<file path="src/rtl/enum_type.sv">
// rtl/enum_type.sv - shared game engine state/command enumeration
package enum_type;

    typedef enum logic [3:0] {
        NONE,
        INIT,
        WAIT,
        DOWN,
        BAR,
        LEFT,
        RIGHT,
        ROTATE,
        ROTATE_REV,
        DROP,
        HOLD,
        END
    } state_type;

endpackage

</file>
<file path="src/rtl/rr_arbiter.sv">
// rtl/rr_arbiter.sv - combinational round-robin grant starting at a pointer
module rr_arbiter #(
    parameter int NSRC = 4,
    parameter int PW   = $clog2(NSRC)
) (
    input  logic [NSRC-1:0] req,
    input  logic [PW-1:0]   ptr,
    output logic [NSRC-1:0] grant,
    output logic [PW-1:0]   grant_idx,
    output logic            grant_any
);

    // Walk sources from ptr upward with wrap; the first requester found wins
    always_comb begin
        int idx;
        grant     = '0;
        grant_idx = '0;
        grant_any = 1'b0;
        idx       = 0;
        for (int k = 0; k < NSRC; k++) begin
            idx = int'(ptr) + k;
            if (idx >= NSRC) begin
                idx = idx - NSRC;
            end
            if (!grant_any && req[idx]) begin
                grant[idx] = 1'b1;
                grant_idx  = PW'(idx);
                grant_any  = 1'b1;
            end
        end
    end

endmodule

</file>
<file path="src/rtl/cmd_arbiter.sv">
// rtl/cmd_arbiter.sv - merges producer commands into one FIFO-ordered engine stream
module cmd_arbiter
    import enum_type::*;
#(
    parameter int NSRC      = 4,
    parameter int QSIZE     = 16,
    parameter int TIMER_SRC = 0
) (
    input  logic                     clk,
    input  logic                     reset_n,
    input  logic [NSRC-1:0]          req_valid,
    input  state_type [NSRC-1:0]     req_cmd,
    output logic [NSRC-1:0]          req_ready,
    input  state_type                state,
    input  logic                     flush,
    output state_type                control,
    output logic [$clog2(QSIZE):0]   count,
    output logic                     coalesced
);

    localparam int PW = $clog2(NSRC);
    localparam int AW = $clog2(QSIZE);
    localparam int CW = AW + 1;
    localparam logic [CW-1:0] FULL_LVL = CW'(QSIZE);

    logic [PW-1:0]   rr_ptr_q, rr_ptr_d;
    state_type       mem_q [QSIZE];
    state_type       mem_d [QSIZE];
    logic [AW-1:0]   rd_q, rd_d, wr_q, wr_d;
    logic [CW-1:0]   count_q, count_d;
    logic [CW-1:0]   down_q, down_d, bar_q, bar_d;
    logic            coalesced_q, coalesced_d;

    state_type       head;
    state_type       grant_cmd;
    state_type       timer_cmd;
    logic            pop, room, timer_dup, coalesce, push;
    logic [NSRC-1:0] elig, grant;
    logic [PW-1:0]   grant_idx;
    logic            grant_any;

    // Decide who may compete this cycle and how the FIFO moves
    always_comb begin
        head      = (count_q != '0) ? mem_q[rd_q] : NONE;
        pop       = (state == WAIT) && (count_q != '0) && !flush;
        room      = (count_q != FULL_LVL) || pop;
        timer_cmd = req_cmd[TIMER_SRC];
        // A timer DOWN/BAR is redundant while the same command still sits in the queue
        timer_dup = ((timer_cmd == DOWN) && (down_q != '0)) ||
                    ((timer_cmd == BAR)  && (bar_q  != '0));
        elig = '0;
        for (int i = 0; i < NSRC; i++) begin
            elig[i] = reset_n && !flush && req_valid[i] && (req_cmd[i] != NONE) &&
                      (room || ((i == TIMER_SRC) && timer_dup));
        end
    end

    rr_arbiter #(
        .NSRC (NSRC),
        .PW   (PW)
    ) u_rr_arbiter (
        .req       (elig),
        .ptr       (rr_ptr_q),
        .grant     (grant),
        .grant_idx (grant_idx),
        .grant_any (grant_any)
    );

    // Resolve the grant into a push or a coalesced drop, and form per-source acks
    always_comb begin
        grant_cmd = req_cmd[grant_idx];
        coalesce  = grant_any && (grant_idx == PW'(TIMER_SRC)) && timer_dup;
        push      = grant_any && !coalesce;
        req_ready = '0;
        for (int i = 0; i < NSRC; i++) begin
            req_ready[i] = reset_n && !flush && req_valid[i] &&
                           ((req_cmd[i] == NONE) || grant[i]);
        end
    end

    // Next-state for FIFO storage, pointers, pending counters and the coalesce pulse
    always_comb begin
        rr_ptr_d    = rr_ptr_q;
        rd_d        = rd_q;
        wr_d        = wr_q;
        count_d     = count_q;
        down_d      = down_q;
        bar_d       = bar_q;
        coalesced_d = 1'b0;
        for (int i = 0; i < QSIZE; i++) begin
            mem_d[i] = mem_q[i];
        end
        if (flush) begin
            for (int i = 0; i < QSIZE; i++) begin
                mem_d[i] = NONE;
            end
            rd_d    = '0;
            wr_d    = '0;
            count_d = '0;
            down_d  = '0;
            bar_d   = '0;
        end else begin
            // Clear the popped slot before writing, so a full push+pop lands correctly
            if (pop) begin
                mem_d[rd_q] = NONE;
                rd_d        = rd_q + AW'(1);
                count_d     = count_d - CW'(1);
                if (head == DOWN) down_d = down_d - CW'(1);
                if (head == BAR)  bar_d  = bar_d - CW'(1);
            end
            if (push) begin
                mem_d[wr_q] = grant_cmd;
                wr_d        = wr_q + AW'(1);
                count_d     = count_d + CW'(1);
                if (grant_cmd == DOWN) down_d = down_d + CW'(1);
                if (grant_cmd == BAR)  bar_d  = bar_d + CW'(1);
            end
            if (grant_any) begin
                rr_ptr_d = (grant_idx == PW'(NSRC - 1)) ? '0 : grant_idx + PW'(1);
            end
            coalesced_d = coalesce;
        end
    end

    // State registers with synchronous active-low reset
    always_ff @(posedge clk) begin
        if (!reset_n) begin
            rr_ptr_q    <= '0;
            rd_q        <= '0;
            wr_q        <= '0;
            count_q     <= '0;
            down_q      <= '0;
            bar_q       <= '0;
            coalesced_q <= 1'b0;
            for (int i = 0; i < QSIZE; i++) begin
                mem_q[i] <= NONE;
            end
        end else begin
            rr_ptr_q    <= rr_ptr_d;
            rd_q        <= rd_d;
            wr_q        <= wr_d;
            count_q     <= count_d;
            down_q      <= down_d;
            bar_q       <= bar_d;
            coalesced_q <= coalesced_d;
            for (int i = 0; i < QSIZE; i++) begin
                mem_q[i] <= mem_d[i];
            end
        end
    end

    assign control   = head;
    assign count     = count_q;
    assign coalesced = coalesced_q;

endmodule

</file>
<file path="config.mk">
export PLATFORM = sky130hd
export DESIGN_NAME = cmd_arbiter
export DESIGN_NICKNAME = d
export VERILOG_FILES = /design/src/rtl/enum_type.sv /design/src/rtl/rr_arbiter.sv /design/src/rtl/cmd_arbiter.sv
export SDC_FILE = /design/constraint.sdc
export NUM_CORES = 1
export LEC_CHECK = 0
export CORE_MARGIN = 2
export CORE_UTILIZATION = 60
export CTS_CLUSTER_SIZE = 8
export DETAILED_ROUTE_END_ITERATION = 10
export PLACE_DENSITY = 0.88
export SETUP_SLACK_MARGIN = 0.3
export SLEW_MARGIN = 20
export SYNTH_ARGS = -nofsm -noshare
export SYNTH_HDL_FRONTEND = slang
export SYNTH_SLANG_ARGS = --single-unit
</file>
<file path="constraint.sdc">
create_clock -name clk -period 10.9 [get_ports clk]
set_input_delay 2.18 -clock clk [delete_from_list [all_inputs] [get_ports clk]]
set_output_delay 2.18 -clock clk [all_outputs]
set_load 0.005 [all_outputs]
</file>
==> impl_metrics.xml <==
<?xml version="1.0" encoding="UTF-8"?>
<metrics>
  <group name="outcome">
    <metric name="run_status" unit="">complete, no violations</metric>
  </group>
  <group name="synth">
    <metric name="synth_cells" unit="">648</metric>
    <metric name="synth_ff_type" unit="">sky130_fd_sc_hd__dfxtp_1</metric>
    <metric name="synthDominantAreaCellType" unit="">sky130_fd_sc_hd__dfxtp_1</metric>
    <metric name="synthesis.area" unit="sq mm">0.005690</metric>
    <metric name="synthTopCellsByCount" unit="">sky130_fd_sc_hd__nand3_1 (98), sky130_fd_sc_hd__dfxtp_1 (94), sky130_fd_sc_hd__a21oi_1 (74), sky130_fd_sc_hd__nand2b_1 (34), sky130_fd_sc_hd__nor2_1 (34)</metric>
    <metric name="ys_warn_count" unit="">0</metric>
    <metric name="synth.lib_cells_used.distinct" unit="">71</metric>
    <metric name="yosysSeqAreaShare" unit="">0.3307</metric>
    <metric name="syn-num-nets" unit="">701</metric>
    <metric name="synthArstFlopShare" unit="">0</metric>
    <metric name="most_used_standard_cell_by_instance_count_after_synthesis" unit="">sky130_fd_sc_hd__nand3_1</metric>
    <metric name="ys_top_cells_by_area" unit="">sky130_fd_sc_hd__dfxtp_1 (33%), sky130_fd_sc_hd__mux4_2 (8.7%), sky130_fd_sc_hd__nand3_1 (8.6%)</metric>
    <metric name="synth_enable_flop_cells" unit="">0</metric>
    <metric name="ys_seq_elements" unit="">94</metric>
    <metric name="synthDominantCellAreaShare" unit="">0.3307</metric>
    <metric name="postSynthAreaPerCell" unit="sq um">8.782</metric>
  </group>
  <group name="power_and_ir_drop">
    <metric name="cellLeakagePower" unit="uW">0.002073</metric>
    <metric name="power.share.sequential" unit="">0.373</metric>
    <metric name="power_frac_clock" unit="">0.225</metric>
    <metric name="power.share.switching" unit="">0.4189</metric>
    <metric name="power-per-cell-area" unit="mW/mm^2">156.4</metric>
    <metric name="power_report.internal_total" unit="uW">576.7</metric>
    <metric name="switching_power" unit="uW">415.8</metric>
    <metric name="combinational_share_of_power" unit="">0.403</metric>
    <metric name="irDropWorstVdd" unit="uV">85.45</metric>
  </group>
  <group name="global_route">
    <metric name="grt_pass1_wl" unit="microns">23610</metric>
    <metric name="grt_antenna_before_repair" unit="">0</metric>
    <metric name="grt_pass1_vias" unit="">4931</metric>
    <metric name="grt_usage" unit="">0.2884</metric>
    <metric name="grt_overflow" unit="">0</metric>
    <metric name="grt_max_degree" unit="">87</metric>
  </group>
  <group name="timing">
    <metric name="hold-worst-slack" unit="ns">0.4749</metric>
    <metric name="worst_pin_slew" unit="ns">1.053</metric>
    <metric name="final.setup.worst_slack" unit="ns">2.686</metric>
    <metric name="clock.fmax" unit="MHz">121.7</metric>
    <metric name="unrepaired_setup_endpoints_after_global_routing" unit="">false</metric>
    <metric name="worst_clock_skew" unit="ns">0.01164</metric>
    <metric name="setup_tns" unit="ns">0</metric>
    <metric name="finalMaxSlewViolations" unit="">0</metric>
    <metric name="post_layout_min_period" unit="ns">8.214</metric>
    <metric name="final.period_utilization" unit="">0.7536</metric>
    <metric name="relSlewSlack" unit="">0.2969</metric>
    <metric name="report.final.setup_viol" unit="">0</metric>
    <metric name="final_hold_viol_count" unit="">0</metric>
  </group>
  <group name="cts">
    <metric name="tritoncts_clock_tree" unit="">done</metric>
    <metric name="numCtsBuffers" unit="">9</metric>
    <metric name="ctsHoldBuffers" unit="">0</metric>
    <metric name="cts.reportedPaths.clkPinSlew" unit="ns">0.09</metric>
    <metric name="cts-root-to-sink-buffers" unit="">2</metric>
    <metric name="cts_max_level" unit="">3</metric>
    <metric name="post_cts.repair.setup_buffers" unit="">0</metric>
    <metric name="clock_tree.root_cell" unit="">sky130_fd_sc_hd__clkbuf_8</metric>
    <metric name="tritoncts_num_sinks" unit="">94</metric>
    <metric name="gates_resized_cts_repair" unit="">0</metric>
    <metric name="clk-insertion-delay-late" unit="ns">0.38</metric>
  </group>
  <group name="layout">
    <metric name="antenna_cells_inserted" unit="">0</metric>
    <metric name="design.final.nets" unit="">724</metric>
    <metric name="fin_cells" unit="">805</metric>
    <metric name="final_core_util" unit="">0.6869</metric>
    <metric name="area_growth_syn_to_layout" unit="%">11.54</metric>
    <metric name="fraction_of_layout_cells_with_a_size_suffix_above_1" unit="">0.1450</metric>
  </group>
  <group name="worst_setup_path">
    <metric name="critPathLaunchType" unit="">input port</metric>
    <metric name="endpoint_kind" unit="">output port</metric>
    <metric name="critical_path_peak_fanout" unit="">15</metric>
    <metric name="timing.critical_path.slowest_stage_cell" unit="">sky130_fd_sc_hd__nor2b_1</metric>
    <metric name="crit_family" unit="">simple AND/OR/NAND/NOR gates</metric>
    <metric name="timing.critical_path.slowest_cell_delay" unit="ns">0.85</metric>
    <metric name="critical_path_buf_inv_count" unit="">2</metric>
    <metric name="crit_required" unit="ns">8.72</metric>
    <metric name="worstPathArrival" unit="ns">6.03</metric>
    <metric name="crit_path_cell_trace" unit="">clkdlybuf4s50_1 -&gt; nor2b_1 -&gt; and3_4 -&gt; and2_4 -&gt; a221oi_1 -&gt; o211ai_1 -&gt; nor2_1 -&gt; a221oi_1 -&gt; nor2_1 -&gt; clkdlybuf4s50_1</metric>
    <metric name="critical_path_class" unit="">input port to output port</metric>
  </group>
  <group name="floorplanning">
    <metric name="initial_utilization" unit="">0.6158</metric>
    <metric name="core" unit="sq mm">0.009240</metric>
    <metric name="die_area" unit="sq mm">0.01028</metric>
    <metric name="num_io_pins" unit="">41</metric>
    <metric name="die_span_y" unit="microns">101.4</metric>
    <metric name="die_width" unit="microns">101.4</metric>
    <metric name="num_rows" unit="">35</metric>
  </group>
  <group name="placed_design">
    <metric name="place.detailed.hpwl" unit="microns">9990</metric>
    <metric name="gp_congestion" unit="">0.9912</metric>
    <metric name="placement.io_buffers" unit="">40</metric>
    <metric name="placement.setup.worst_slack" unit="ns">2.808</metric>
    <metric name="placed_cells_incl_taps" unit="">789</metric>
  </group>
  <group name="routing">
    <metric name="drt-vias-per-instance" unit="">6.472</metric>
    <metric name="drc" unit="">0</metric>
    <metric name="drtAntennaViolNets" unit="">0</metric>
    <metric name="detail_route.iter0.violations" unit="">527</metric>
    <metric name="dr.pass1.iters" unit="">8</metric>
    <metric name="dr_total_vias" unit="">5210</metric>
    <metric name="drt-total-wl" unit="microns">14340</metric>
    <metric name="wl_per_cell" unit="microns">17.81</metric>
  </group>
  <group name="run">
    <metric name="cap_viol_max_count" unit="">0</metric>
  </group>
  <group name="worst_hold_path">
    <metric name="min-delay-path-class" unit="">flip-flop to flip-flop</metric>
  </group>
</metrics>
[through the flow]
stage	area, sq um	power [uW]
6_report	6347	992.4
2_1_floorplan	5690	651.7
4_1_cts	6346	984.3
3_5_place_dp	6160	765.0
3_3_place_gp	6160	748.9
5_1_grt	6347	1043
[cell usage in the layout, fill, tap and decap left out, types with 6 or more instances in the layout]
master,instances
sky130_fd_sc_hd__mux2i_1,9
sky130_fd_sc_hd__buf_4,6
sky130_fd_sc_hd__a31oi_1,6
sky130_fd_sc_hd__dfxtp_1,93
sky130_fd_sc_hd__nand2b_1,33
sky130_fd_sc_hd__nand2_1,23
sky130_fd_sc_hd__inv_1,18
sky130_fd_sc_hd__mux4_2,22
sky130_fd_sc_hd__a21oi_1,74
sky130_fd_sc_hd__nor2b_1,7
sky130_fd_sc_hd__clkbuf_8,9
sky130_fd_sc_hd__ha_1,26
sky130_fd_sc_hd__xor2_1,11
sky130_fd_sc_hd__clkdlybuf4s50_1,40
sky130_fd_sc_hd__nand4_1,14
sky130_fd_sc_hd__o211ai_1,9
sky130_fd_sc_hd__nor2_1,34
sky130_fd_sc_hd__or2_2,32
sky130_fd_sc_hd__o21ai_0,6
sky130_fd_sc_hd__xnor2_1,12
sky130_fd_sc_hd__nand3_1,98
sky130_fd_sc_hd__nor3_1,6
[routing by layer]
metal  track usage  vias up  share of wire
li1              -     2432              -
met1        0.3606     2457           0.40
met2        0.4952      277           0.49
met3       0.05314       44          0.079
met4        0.1112        0          0.029
met5             0        -              0
[logic make-up after synthesis]
kind of cell | synth area share
mux | 0.1073
buf+inv | 0.03782
flops | 0.3307
fa+ha+maj | 0.05717
simple gates | 0.2834
compound gates | 0.1482
xor+xnor | 0.03540
[layout make-up]
type                    instances  area (sq um)
multi-input cells             501          3600
well taps                     129         161.4
fillers                       715          2893
clock buffers                   9         123.9
clock inverters                 7         62.56
flip-flops and latches         94          1883
repair buffers                 46         445.4
inverters                      19         71.32
[tightest hold or removal path, delay by kind of cell, from the launching register on]
| kind | cells | cell delay (ns) |
|---|---|---|
| AO/OA/AOI/OAI | 1 | 0.06 |
| flip-flops | 1 | 0.32 |
| AND/OR/NAND/NOR | 1 | 0.06 |
[flip-flops by register name (all words and copies together), names as in the netlist, named ones only]
register	flops
mem_q	64
bar_q	5
count	5
down_q	5
rd_q	4
wr_q	4
coalesced	1
rr_ptr_q	1
[final timing paths]
path / start / end / slack [ns] / cells past startpoint
max reg2reg: flip-flop / bar_q[2] / 6.22 / 12
min: mem_q[2][2] / mem_q[2][2] / 0.47 / 2
max: reset_n / req_ready[3] / 2.69 / 10
min reg2reg: mem_q[2][2] / mem_q[2][2] / 0.47 / 2
[power groups by stage]
| stage | logic [uW] | registers [uW] | clock network, uW |
|---|---|---|---|
| 2_1_floorplan | 283 | 369 | 0 |
| 3_3_place_gp | 373 | 375 | 0 |
| 3_5_place_dp | 388 | 377 | 0 |
| 4_1_cts | 390 | 369 | 225 |
| 5_1_grt | 433 | 372 | 239 |
| 6_report | 400 | 370 | 223 |
Note: power is estimated with default switching activity, not from simulation.
